### src/rtl/cancel_req_sequencer_pkg.sv
// Shared types for the cancel-request sequencer and the cancelled-order cache
// it feeds.
//   cpu_req_type    : request into the cache FSM (addr, data, rw, valid)
//   cpu_result_type : cache response (data, one-cycle ready strobe)
//   seq_entry_t     : buffered event {is_query, client_id, qty}; the ID field is
//                     sized for the widest legal client ID and zero-extended
//   seq_state_t     : sequencer FSM states
package cancel_req_sequencer_pkg;

  localparam int SEQ_IDW_MAX = 30;

  typedef struct packed {
    logic [31:0] addr;
    logic [31:0] data;
    logic        rw;
    logic        valid;
  } cpu_req_type;

  typedef struct packed {
    logic [31:0] data;
    logic        ready;
  } cpu_result_type;

  typedef struct packed {
    logic                   is_query;
    logic [SEQ_IDW_MAX-1:0] client_id;
    logic [31:0]            qty;
  } seq_entry_t;

  typedef enum logic [1:0] {IDLE, ISSUE, DONE} seq_state_t;

  // Client ID lands on word-aligned addresses: ID bits become addr[31:2].
  function automatic logic [31:0] seq_addr(input logic [SEQ_IDW_MAX-1:0] id);
    return {id, 2'b00};
  endfunction

endpackage

### src/rtl/cancel_req_sequencer_fifo.sv
// seq_fifo: synchronous register-array FIFO, no bypass.
//   clk, rst  : clock, synchronous active-high reset (empties the FIFO)
//   push, din : write strobe/data, ignored when full
//   pop, dout : read strobe, head entry (valid while !empty)
//   full, empty, count : occupancy status, count is log2(DEPTH)+1 bits
module seq_fifo #(
  parameter int DEPTH = 8,
  parameter type T = logic [7:0],
  localparam int AW = $clog2(DEPTH)
) (
  input  logic        clk,
  input  logic        rst,
  input  logic        push,
  input  T            din,
  input  logic        pop,
  output T            dout,
  output logic        full,
  output logic        empty,
  output logic [AW:0] count
);

  T            mem [DEPTH];
  logic [AW-1:0] head, tail;
  logic        do_push, do_pop;

  assign full    = (count == (AW+1)'(DEPTH));
  assign empty   = (count == '0);
  assign do_push = push && !full;
  assign do_pop  = pop && !empty;
  assign dout    = mem[head];

  // Storage carries no reset; occupancy alone decides what is valid.
  always_ff @(posedge clk) begin
    if (do_push) mem[tail] <= din;
  end

  // DEPTH is a power of two, so pointers wrap by natural overflow.
  always_ff @(posedge clk) begin
    if (rst) begin
      head  <= '0;
      tail  <= '0;
      count <= '0;
    end else begin
      if (do_push) tail <= tail + 1'b1;
      if (do_pop)  head <= head + 1'b1;
      case ({do_push, do_pop})
        2'b10:   count <= count + 1'b1;
        2'b01:   count <= count - 1'b1;
        default: count <= count;
      endcase
    end
  end

endmodule

### src/rtl/cancel_req_sequencer.sv
// cancel_req_sequencer: buffers cancel events / balance queries and replays
// them one at a time onto the cache FSM request port.
//   clk, rst            : clock, synchronous active-high reset
//   in_valid/in_ready   : event handshake (in_ready = FIFO not full)
//   in_is_query         : 1 = read balance, 0 = accumulate qty
//   in_client_id, in_qty: event payload
//   cpu_req / cpu_res   : cache request, cache result (ready is a strobe)
//   rd_valid/rd_client_id/rd_data : one-cycle query result
//   busy                : work queued or in flight
//   stall_err           : sticky, a request waited STALL_LIMIT cycles
//   done_cnt            : completed transactions, wraps
module cancel_req_sequencer
  import cancel_req_sequencer_pkg::*;
#(
  parameter int DEPTH       = 8,
  parameter int IDW         = 10,
  parameter int STALL_LIMIT = 1024
) (
  input  logic           clk,
  input  logic           rst,
  input  logic           in_valid,
  output logic           in_ready,
  input  logic           in_is_query,
  input  logic [IDW-1:0] in_client_id,
  input  logic [31:0]    in_qty,
  output cpu_req_type    cpu_req,
  input  cpu_result_type cpu_res,
  output logic           rd_valid,
  output logic [IDW-1:0] rd_client_id,
  output logic [31:0]    rd_data,
  output logic           busy,
  output logic           stall_err,
  output logic [31:0]    done_cnt
);

  localparam int AW  = $clog2(DEPTH);
  localparam int SCW = $clog2(STALL_LIMIT + 1);

  seq_state_t     state_q, state_d;
  seq_entry_t     in_entry, head_entry;
  logic           push, pop, full, empty;
  logic [AW:0]    fifo_cnt;
  cpu_req_type    req_q;
  logic           cur_query_q;
  logic [IDW-1:0] cur_id_q;
  logic [SCW-1:0] stall_cnt;

  always_comb begin
    in_entry           = '0;
    in_entry.is_query  = in_is_query;
    in_entry.client_id = SEQ_IDW_MAX'(in_client_id);
    in_entry.qty       = in_qty;
  end

  assign in_ready = !full;
  assign push     = in_valid && !full;

  seq_fifo #(.DEPTH(DEPTH), .T(seq_entry_t)) u_fifo (
    .clk   (clk),
    .rst   (rst),
    .push  (push),
    .din   (in_entry),
    .pop   (pop),
    .dout  (head_entry),
    .full  (full),
    .empty (empty),
    .count (fifo_cnt)
  );

  always_ff @(posedge clk) begin
    if (rst) state_q <= IDLE;
    else     state_q <= state_d;
  end

  // DONE exists only to give the cache one cycle of valid=0 between
  // transactions so it cannot re-trigger on a stale request.
  always_comb begin
    state_d = state_q;
    pop     = 1'b0;
    case (state_q)
      IDLE:  if (!empty) begin
               pop     = 1'b1;
               state_d = ISSUE;
             end
      ISSUE: if (cpu_res.ready) state_d = DONE;
      DONE:  state_d = IDLE;
      default: state_d = IDLE;
    endcase
  end

  always_ff @(posedge clk) begin
    if (rst) begin
      req_q        <= '0;
      cur_query_q  <= 1'b0;
      cur_id_q     <= '0;
      rd_valid     <= 1'b0;
      rd_client_id <= '0;
      rd_data      <= '0;
      done_cnt     <= '0;
      stall_cnt    <= '0;
      stall_err    <= 1'b0;
    end else begin
      rd_valid <= 1'b0;
      // addr/rw/data are only loaded here, so they hold for the whole window.
      if (pop) begin
        req_q.addr  <= seq_addr(head_entry.client_id);
        req_q.rw    <= !head_entry.is_query;
        req_q.data  <= head_entry.is_query ? 32'd0 : head_entry.qty;
        req_q.valid <= 1'b1;
        cur_query_q <= head_entry.is_query;
        cur_id_q    <= head_entry.client_id[IDW-1:0];
        stall_cnt   <= '0;
      end
      // ready outside ISSUE is deliberately ignored.
      if (state_q == ISSUE) begin
        if (cpu_res.ready) begin
          req_q.valid <= 1'b0;
          done_cnt    <= done_cnt + 32'd1;
          if (cur_query_q) begin
            rd_valid     <= 1'b1;
            rd_data      <= cpu_res.data;
            rd_client_id <= cur_id_q;
          end
        end else begin
          // Never abort: the cache may be mid-allocate or mid-write-back.
          if (stall_cnt != SCW'(STALL_LIMIT)) stall_cnt <= stall_cnt + 1'b1;
          if (stall_cnt == SCW'(STALL_LIMIT - 1)) stall_err <= 1'b1;
        end
      end
    end
  end

  assign cpu_req = req_q;
  assign busy    = (fifo_cnt != '0) || (state_q != IDLE);

endmodule

### config.mk
export PLATFORM = sky130hd
export DESIGN_NAME = cancel_req_sequencer
export DESIGN_NICKNAME = d
export VERILOG_FILES = /design/src/rtl/cancel_req_sequencer_pkg.sv /design/src/rtl/cancel_req_sequencer_fifo.sv /design/src/rtl/cancel_req_sequencer.sv
export SDC_FILE = /design/constraint.sdc
export NUM_CORES = 1
export LEC_CHECK = 0
export BUFFER_PORTS_ARGS = -buffer_cell sky130_fd_sc_hd__buf_2
export CELL_PAD_IN_SITES_DETAIL_PLACEMENT = 1
export CELL_PAD_IN_SITES_GLOBAL_PLACEMENT = 1
export CORE_MARGIN = 5
export CORE_UTILIZATION = 55
export CTS_BUF_LIST = sky130_fd_sc_hd__clkbuf_16
export CTS_CLUSTER_DIAMETER = 30
export DETAILED_ROUTE_END_ITERATION = 10
export HOLD_SLACK_MARGIN = 0.1
export PLACE_DENSITY = 0.88
export SETUP_SLACK_MARGIN = 0.1
export SYNTH_ARGS = -nofsm -noshare
export SYNTH_HDL_FRONTEND = slang
export SYNTH_HIERARCHICAL = 1
export SYNTH_SLANG_ARGS = --single-unit
### constraint.sdc
create_clock -name clk -period 16.85 [get_ports clk]
set_input_delay 3.37 -clock clk [delete_from_list [all_inputs] [get_ports clk]]
set_output_delay 3.37 -clock clk [all_outputs]
set_load 0.1 [all_outputs]
Yosys cells after proc, flatten, opt, wreduce, memory -nomap -nowiden
Memory sizes are Yosys's and may differ from the RTL's. A register that Yosys moved wholly into a read port is not among the register bits. Index checks and enable logic that the tools add are counted.

Input port bits: 79. Logic and storage cells: 69. Memories kept: 1. Flip-flop bits (word level): 174. Bits in read-only memories: 0. Bits in writable memories: 344. Bits in latches: 0. Output and inout bits: 144.

Reductions and logical operators: 17. Add/subtract/negate cells: 6. Div/mod/pow operators: 0. $mul: 0. Bitwise logic cells: 2. Order comparisons: 0. Equality and inequality tests: 8. Shift-type cells: 0. Muxes and demuxes: 19.

Memory list: u_fifo.mem (words 8, width 43, rd ports 1, clocked after memory_dff 1, write ports 1, RTL line cancel_req_sequencer_fifo.sv:22) `T mem [DEPTH];`.

Operators by type and width (count): two-way mux 11 bit (4); adder 32 x 1 -> 32 bit, second input constant (1); two-way mux 32 bit (1); adder 11 x 1 -> 11 bit, second input constant (1); == test 11 x 10 -> 1 bit, second input constant (1); != test 11 bit, second input constant (1); two-way mux 1 bit (8); case mux 4 bit (2 select lines) (1); adder 3 x 1 -> 3 bit, second input constant (2); two-way mux 3 bit (2); AND reduction 3 bit (2); adder 4 x 1 -> 4 bit, second input constant (1); == test 2 x 1 -> 1 bit, second input constant (2); == test 4 bit, second input constant (1); logical NOT 4 bit (1); two-way mux 2 bit (2); != test 2 bit, second input constant (2); case mux 2 bit (2 select lines) (1); AND reduction 2 bit (2); nonzero test 2 bit (2); nonzero test 4 bit (1); subtractor 4 x 1 -> 4 bit, second input constant (1); logical AND 1 bit (3); logical NOT 1 bit (3); 5 further kinds (6).

Logic depth before layout (Yosys ltp)
Gate-level depths: netlist of run 1.

Depth in word-level cells: 7. Depth in mapped cells: 15. Mapped depth without buffers: 11.

By module
The synthesis of run 1 kept the hierarchy.

By module, submodules not included: seq_fifo (cells each 803, area an instance 19558.8 um^2, seq. area each 15394.8 um^2, instances 1); cancel_req_sequencer (cells each 741, area an instance 6058.3 um^2, seq. area each 3083.0 um^2, instances 1).

Worst setup path after synthesis of run 1
Ideal clock, no wire load.

Kind: input to register. From: input port in_valid. To: memory u_fifo/mem[0][0] (netlist bit) (enable). Setup time: 639 ps. Data required time: 16211 ps. Buffers on the path: 0. Arrival: 9744 ps. Slack: 6466 ps. Cell stages on the path: 3. Path through: nor2b_1 -> nand2_2 -> nor4_1.

Cells in the longest elaborated chain, start to end: 4.

Ends and longest elaborated chain: start, declared (RTL line cancel_req_sequencer.sv:21) `input logic in_valid,`; logical AND 1 bit (RTL line cancel_req_sequencer.sv:56) `assign push = in_valid && !full;`; logical AND 1 bit (RTL line cancel_req_sequencer_fifo.sv:28) `assign do_push = push && !full;`; two-way mux 1 bit (RTL line cancel_req_sequencer_fifo.sv:34) `if (do_push) mem[tail] <= din;`; two-way mux 1 bit (not written as such) (RTL line cancel_req_sequencer_fifo.sv:34); end, declared (RTL line cancel_req_sequencer_fifo.sv:22).

No other way between the ends.

Final worst setup path of run 1
From: register u_fifo.count[1]. To: output port in_ready.

Cells in the longest elaborated chain, start to end: 2.

Ends and longest elaborated chain: start, declared (RTL line cancel_req_sequencer_fifo.sv:19) `output logic [AW:0] count`; start signal, assigned (RTL line cancel_req_sequencer_fifo.sv:47) `2'b10: count <= count + 1'b1;`; start signal, assigned (RTL line cancel_req_sequencer_fifo.sv:48) `2'b01: count <= count - 1'b1;`; start signal, assigned (RTL line cancel_req_sequencer_fifo.sv:49) `default: count <= count;`; == test 4 bit (RTL line cancel_req_sequencer_fifo.sv:26) `assign full = (count == (AW+1)'(DEPTH));`; net full (RTL line cancel_req_sequencer.sv:41) `logic push, pop, full, empty;`; logical NOT 1 bit (RTL line cancel_req_sequencer.sv:55) `assign in_ready = !full;`; end, declared (RTL line cancel_req_sequencer.sv:22) `output logic in_ready,`.

The timed path passes the listed nets, and every way through them passes these cells.

==> results of run 1 <==
## tightest hold or removal path, cell delays in order (launching register included)
cell,delay [ns]
dfxtp_1,0.31
nand2_1,0.05
a21oi_1,0.05
## worst paths after layout
| check | start | to | cells after the start |
|---|---|---|---|
| min reg2reg | rd_client_id[2]$_SDFFE_PP0P_ | rd_client_id[2]$_SDFFE_PP0P_ | 2 |
| max reg2reg | u_fifo/count[1]$_SDFFE_PP0P_ | u_fifo/count[2]$_SDFFE_PP0P_ | 12 |
| max | u_fifo/count[1]$_SDFFE_PP0P_ | in_ready | 4 |
| min | rd_client_id[2]$_SDFFE_PP0P_ | rd_client_id[2]$_SDFFE_PP0P_ | 2 |
## through the flow
stage	hold WS, ns	cell area [sq um]	total power [uW]
after CTS	0.458	32000	6010
after global routing	0.466	32000	6170
after global placement	0.437	27800	3350
after detailed placement	0.446	27800	3400
after floorplan	0.445	26200	3110
final	0.457	32100	5970
## logic make-up after synthesis
logic type / synth area share, %
AOI/OAI and AO/OA: 3.40
xor gates and xnor gates: 0.718
adders and majority gates: 0.391
buffers and inverters: 2.04
DFF: 72.1
muxes: 14.2
other: 0.0146
and+or+nand+nor: 7.08
## layout by cell type (no fill, tap or decap), drive strengths merged, types with 8 or more instances in the layout
cell / synthesis / final
edfxtp: 504 / 504
buf: 31 / 234
nand2: 197 / 197
dfxtp: 167 / 167
conb: 1 / 162
a21oi: 134 / 134
mux4: 126 / 126
clkbuf: 64 / 118
mux2: 68 / 68
inv: 16 / 52
nor2: 40 / 40
nand3b: 35 / 35
clkinv: 0 / 33
bufinv: 0 / 22
or4: 18 / 18
nand3: 16 / 16
o31ai: 15 / 15
clkinvlp: 0 / 14
diode: 0 / 13
or3: 12 / 12
xor2: 11 / 11
nand4: 11 / 11
xnor2: 10 / 10
nor3: 10 / 10
ha: 8 / 8
nor4: 8 / 8
## cell type report
cell class	count	area (sq um)	share of cell area [%]
clock inverter	105	1260	3.94
tap	607	759	2.37
timing repair buffer	234	1220	3.82
antenna	13	32.5	0.101
multi-input combinational	923	7270	22.7
sequential	671	18500	57.7
inverter	16	60.1	0.187
clock buffer	118	2950	9.21
## report_power, final
group	leakage (uW)	internal (uW)	switching, uW
registers	0.00593	1950	117
logic	0.00332	370	1000
clock network	0.00206	1630	909
## per-layer routing
layer	vias to the layer above	GRT usage [%]
met4	6	11.1
met2	781	52.5
li1	6686	-
met5	-	0
met1	8172	35.8
met3	179	6.58
## flip-flops by register name (all words and copies together), names as in the netlist, named ones only
signal / cells
state_q: 2
cpu_req: 55
stall_err: 1
cur_id_q: 9
cur_query_q: 1
u_fifo/tail: 3
u_fifo/head: 3
done_cnt: 32
u_fifo/mem: 504
stall_cnt: 11
u_fifo/count: 4
rd_client_id: 10
rd_valid: 1
rd_data: 32
==> impl_metrics.ini, run 1 <==
[sta]
rsz0062_at_grt = false
finalHoldViolations = 0
relSlewSlack_pct = 21.3
worst_pin_slew_ns = 1.18
finalCriticalPeriod_ns = 5.58
finClkSkew_ns = 0.0396
finalMaxSlewViolations = 0
fmax_ghz = 0.179
finalSetupTns_ns = 0
setup_viol = 0
period_share_pct = 33.1
setup_ws_ns = 11.27

[global_route]
antenna_found_initial = 16
overflow = 0
grt_pass1_vias = 17200
grt_pass1_wl_um = 112000
grt_max_degree = 93
grtUsageTotal_pct = 29.6

[power_and_ir_drop]
p_per_area_mw_per_mm2 = 186
p_leak_uw = 0.0113
ir_drop_uv = 198

[yosys]
yosys.area.top_type_share_pct = 59.1
synthCells = 1544
synth.avg_cell_area_sq_um = 16.6
ys_types = 48
synth_edf_count = 504
synthTopCellsByArea = edfxtp_1 59%, dfxtp_1 13%, mux4_2 11%
yosysWarnings = 6
seq_area_frac_synth_pct = 72.1
ys_seq_elements = 671
ys_top_cells_by_count = 504 x edfxtp_1, 196 x nand2_1, 167 x dfxtp_1
syn_area_sq_mm = 0.0256
ys_async_sr_fraction_pct = 0
synth_most_common_cell = edfxtp_1
synth_ff_type = edfxtp_1
yosysTopAreaCell = edfxtp_1

[detailed_routing]
ant_nets = 0
wl_met1_um = 27600
dr_total_vias = 15800
drt-initial-drc-count = 1561
wirelength_um = 75400
dr.pass1.iters = 5
via_per_inst = 5.89
drc = 0
dr_wl_met2_um = 39900
dr.max_layer_used = met5
wl_per_cell_um = 28.1
met3_length_um = 5250

[job]
drv_cap = 0

[cts]
htreeDepth = 3
cts_buffers = 117
clkLatencyLatePin_ns = 0.68
post_cts_resized = 0
clockBufferDepth = 3
tritoncts = built
cts-root-buf = clkbuf_16
ctsHoldBuffers = 0
post-cts-setup-buffer-count = 0
clk_pin_slew_ns = 0.05
clkSinkCount = 671

[setup_path]
cp.required_ns = 13.48
worst_setup_path_start_kind = flop
cp.arrival_ns = 2.21
cp-end-kind = primary output
cp_common_cell = inv_1
critPathBufInv = 3
worstSetupPathType = reg -> out
worstPathCellList = or4b_1, inv_1, inv_1, buf_2
r2r_setup_slack_ns = 12.62
cp_top_family = simple AND/OR/NAND/NOR gates
cpPeakStageDelay_ns = 0.67
critPathSlowestCell = or4b_1
critPathMaxFanout = 10

[placement]
portBuffers = 220
dp.final_hpwl_um = 36600
post-place-ws_ns = 11.11
place_inst = 2451
place_congestion = 0.796

[run_status]
status = complete, no violations

[die]
die_w_um = 226
rows = 79
pin_count = 223
initial_core_util_pct = 55.3
fp.dieArea_sq_mm = 0.0510
core_sq_mm = 0.0464
die_h_um = 226

[finish]
finalNonFillerCells = 2687
num-fill-cells = 4052
drive_gt1_share_pct = 31.3
utilization_pct = 69.1
area_growth_pct = 25.1
final_nets = 2050

[worst_hold_path]
min_path_type = reg -> reg
Note: power is estimated with default switching activity, not from simulation.
==> run 2, diff against run 1 <==
--- a/config.mk
+++ b/config.mk
@@ -9,12 +9,12 @@
 export CELL_PAD_IN_SITES_DETAIL_PLACEMENT = 1
 export CELL_PAD_IN_SITES_GLOBAL_PLACEMENT = 1
 export CORE_MARGIN = 5
-export CORE_UTILIZATION = 55
+export CORE_UTILIZATION = 46
 export CTS_BUF_LIST = sky130_fd_sc_hd__clkbuf_16
 export CTS_CLUSTER_DIAMETER = 30
 export DETAILED_ROUTE_END_ITERATION = 10
 export HOLD_SLACK_MARGIN = 0.1
-export PLACE_DENSITY = 0.88
+export PLACE_DENSITY = 0.79
 export SETUP_SLACK_MARGIN = 0.1
 export SYNTH_ARGS = -nofsm -noshare
 export SYNTH_HDL_FRONTEND = slang
==> constraint.sdc (replaced) <==
create_clock -name clk -period 4.7 [get_ports clk]
set_input_delay 0.94 -clock clk [delete_from_list [all_inputs] [get_ports clk]]
set_output_delay 0.94 -clock clk [all_outputs]
set_load 0.1 [all_outputs]
==> run 2 against run 1 <==
Worst setup slack worse by 9.7 ns. First-iteration DRC count down 27%. Sequential share of layout area down 0.68 points. Critical path type unchanged. Highest routed layer unchanged.
==> impl_metrics.ini, run 2 (synthesis results as in run 1) <==
[setup_path]
critPathMaxFanout = 10
r2r-end = u_fifo/count[2]$_SDFFE_PP0P_
crit_start = u_fifo/count[1]$_SDFFE_PP0P_
worst_setup_path_start_kind = flop
critPathSlowestCell = or4b_1
cp_common_cell = inv_1
cp.arrival_ns = 2.22
crit_path_end = in_ready
cpPeakStageDelay_ns = 0.66
cp.required_ns = 3.76
reg2reg_from = u_fifo/count[1]$_SDFFE_PP0P_
cp-end-kind = primary output
r2r_setup_slack_ns = 1.75
worstPathCellList = or4b_1, inv_1, inv_1, buf_2
worstSetupPathType = reg -> out
ff2ff_path_depth = 11

[sta]
setup_ws_ns = 1.54
finalHoldViolations = 0
finClkSkew_ns = 0.0389
setup_viol = 0
finalMaxSlewViolations = 0
fmax_ghz = 0.316
period_share_pct = 67.3
rsz0062_at_grt = false
relSlewSlack_pct = 26.1
finalCriticalPeriod_ns = 3.16
whs_ns = 0.448
worst_pin_slew_ns = 1.11

[detailed_routing]
ant_nets = 0
via_per_inst = 5.39
drt-initial-drc-count = 1141
drc = 0
dr.pass1.iters = 7
dr_total_vias = 15300
wl_per_cell_um = 24.7
wirelength_um = 70300

[worst_hold_path]
min_path_cells = 2
min_path_type = reg -> reg

[cts]
ctsHoldBuffers = 0
post_cts_resized = 0
post-cts-setup-buffer-count = 0
clockBufferDepth = 3
clkSinkCount = 671
clkLatencyLatePin_ns = 0.71
cts-root-buf = clkbuf_16
htreeDepth = 4
clk_pin_slew_ns = 0.05
cts_buffers = 131
tritoncts = built

[finish]
largest_register_ffs = 504
final_common_cell = edfxtp_1
drive_gt1_share_pct = 31.1
area_growth_pct = 26.6
final_cell_mix = 504 x edfxtp_1, 219 x buf_2, 196 x nand2_1, 164 x dfxtp_1, 162 x conb_1
finalNonFillerCells = 2843
final_nets = 2071
largest_register = u_fifo/mem
utilization_pct = 58.9

[power_and_ir_drop]
fin_total_pwr_uw = 21200
p_leak_uw = 0.0114
pwr-share-seq_pct = 34.8
p_comb_share_pct = 23.0
p_per_area_mw_per_mm2 = 654
ir_drop_uv = 591
power_switching_uw = 7030
clock_power_share_pct = 42.2
internal_power_uw = 14200
swShare_pct = 33.2

[die]
die_h_um = 246
die_w_um = 246
fp.dieArea_sq_mm = 0.0605
core_sq_mm = 0.0551
pin_count = 223
rows = 86
initial_core_util_pct = 46.5

[placement]
portBuffers = 220
place_inst = 2599
place_congestion = 0.773
dp.final_hpwl_um = 36100
post-place-ws_ns = 1.61

[global_route]
antenna_found_initial = 9
grt_pass1_vias = 16800
grt_pass1_wl_um = 105000
overflow = 0
grt_max_degree = 132
grtUsageTotal_pct = 23.2

[run_status]
status = complete, no violations

[job]
drv_cap = 0
## run 2: changes by cell type in the layout (fill, tap and decap cells not counted), sizes merged, moves of 6 or more
cell,before,now
clkinv,33,50
bufinv,22,10
inv,52,46
clkbuf,118,137
diode,13,7
buf,234,241
## run 2: through the flow
| stage | setup TNS (ns) | cell area (sq um) |
|---|---|---|
| floorplan | -334.73 | 26200 |
| detailed placement | 0 | 28200 |
| CTS | 0 | 32400 |
| global placement | 0 | 28200 |
| finish | 0 | 32400 |
| global route | 0 | 32400 |
## run 2: layer usage
layer	share of wire [%]	GRT usage, %	wire (um)	vias up
met5	0.010	0	7	-
met4	2.8	8.89	1980	2
met3	6.9	5.62	4870	124
met2	53	40.6	37200	610
met1	37	28.0	26200	7862
li1	-	-	-	6729
## run 2: worst max-delay path: cells and delay by family, from the launching register on
family	cells	cell delay (ns)
flip-flops	1	0.40
buffers and inverters	3	0.47
AND/OR/NAND/NOR	1	0.66
## run 2: worst min-delay path by stage
stage / start / endpoint / slack, ns
2_1_floorplan: cur_query_q$_SDFFE_PP0P_ / cur_query_q$_SDFFE_PP0P_ / 0.44
3_3_place_gp: cpu_req[4]$_SDFFE_PP0P_ / cpu_req[4]$_SDFFE_PP0P_ / 0.44
3_5_place_dp: cpu_req[32]$_SDFFE_PP0P_ / cpu_req[32]$_SDFFE_PP0P_ / 0.44
4_1_cts: cpu_res[30] / rd_data[29]$_SDFFE_PP0P_ / 0.45
5_1_grt: cpu_res[30] / rd_data[29]$_SDFFE_PP0P_ / 0.46
6_report: rd_data[13]$_SDFFE_PP0P_ / rd_data[13]$_SDFFE_PP0P_ / 0.45
## run 2: layout make-up
class	instances	area [sq um]
inverter	16	60.1
clock buffer	137	3430
fill	5179	22700
timing repair buffer	241	1390
antenna	7	17.5
multi-input combinational	923	7290
tap	748	936
clock inverter	100	828
sequential	671	18500
## run 2: power by group through the flow
stage          Combinational [uW]  Sequential (uW)  Clock (uW)
6_report                     4880             7370        8950
5_1_grt                      5140             7420        9470
4_1_cts                      4940             7380        9110
3_5_place_dp                 4820             7440           0
3_3_place_gp                 4700             7400           0
2_1_floorplan                2300             8840           0
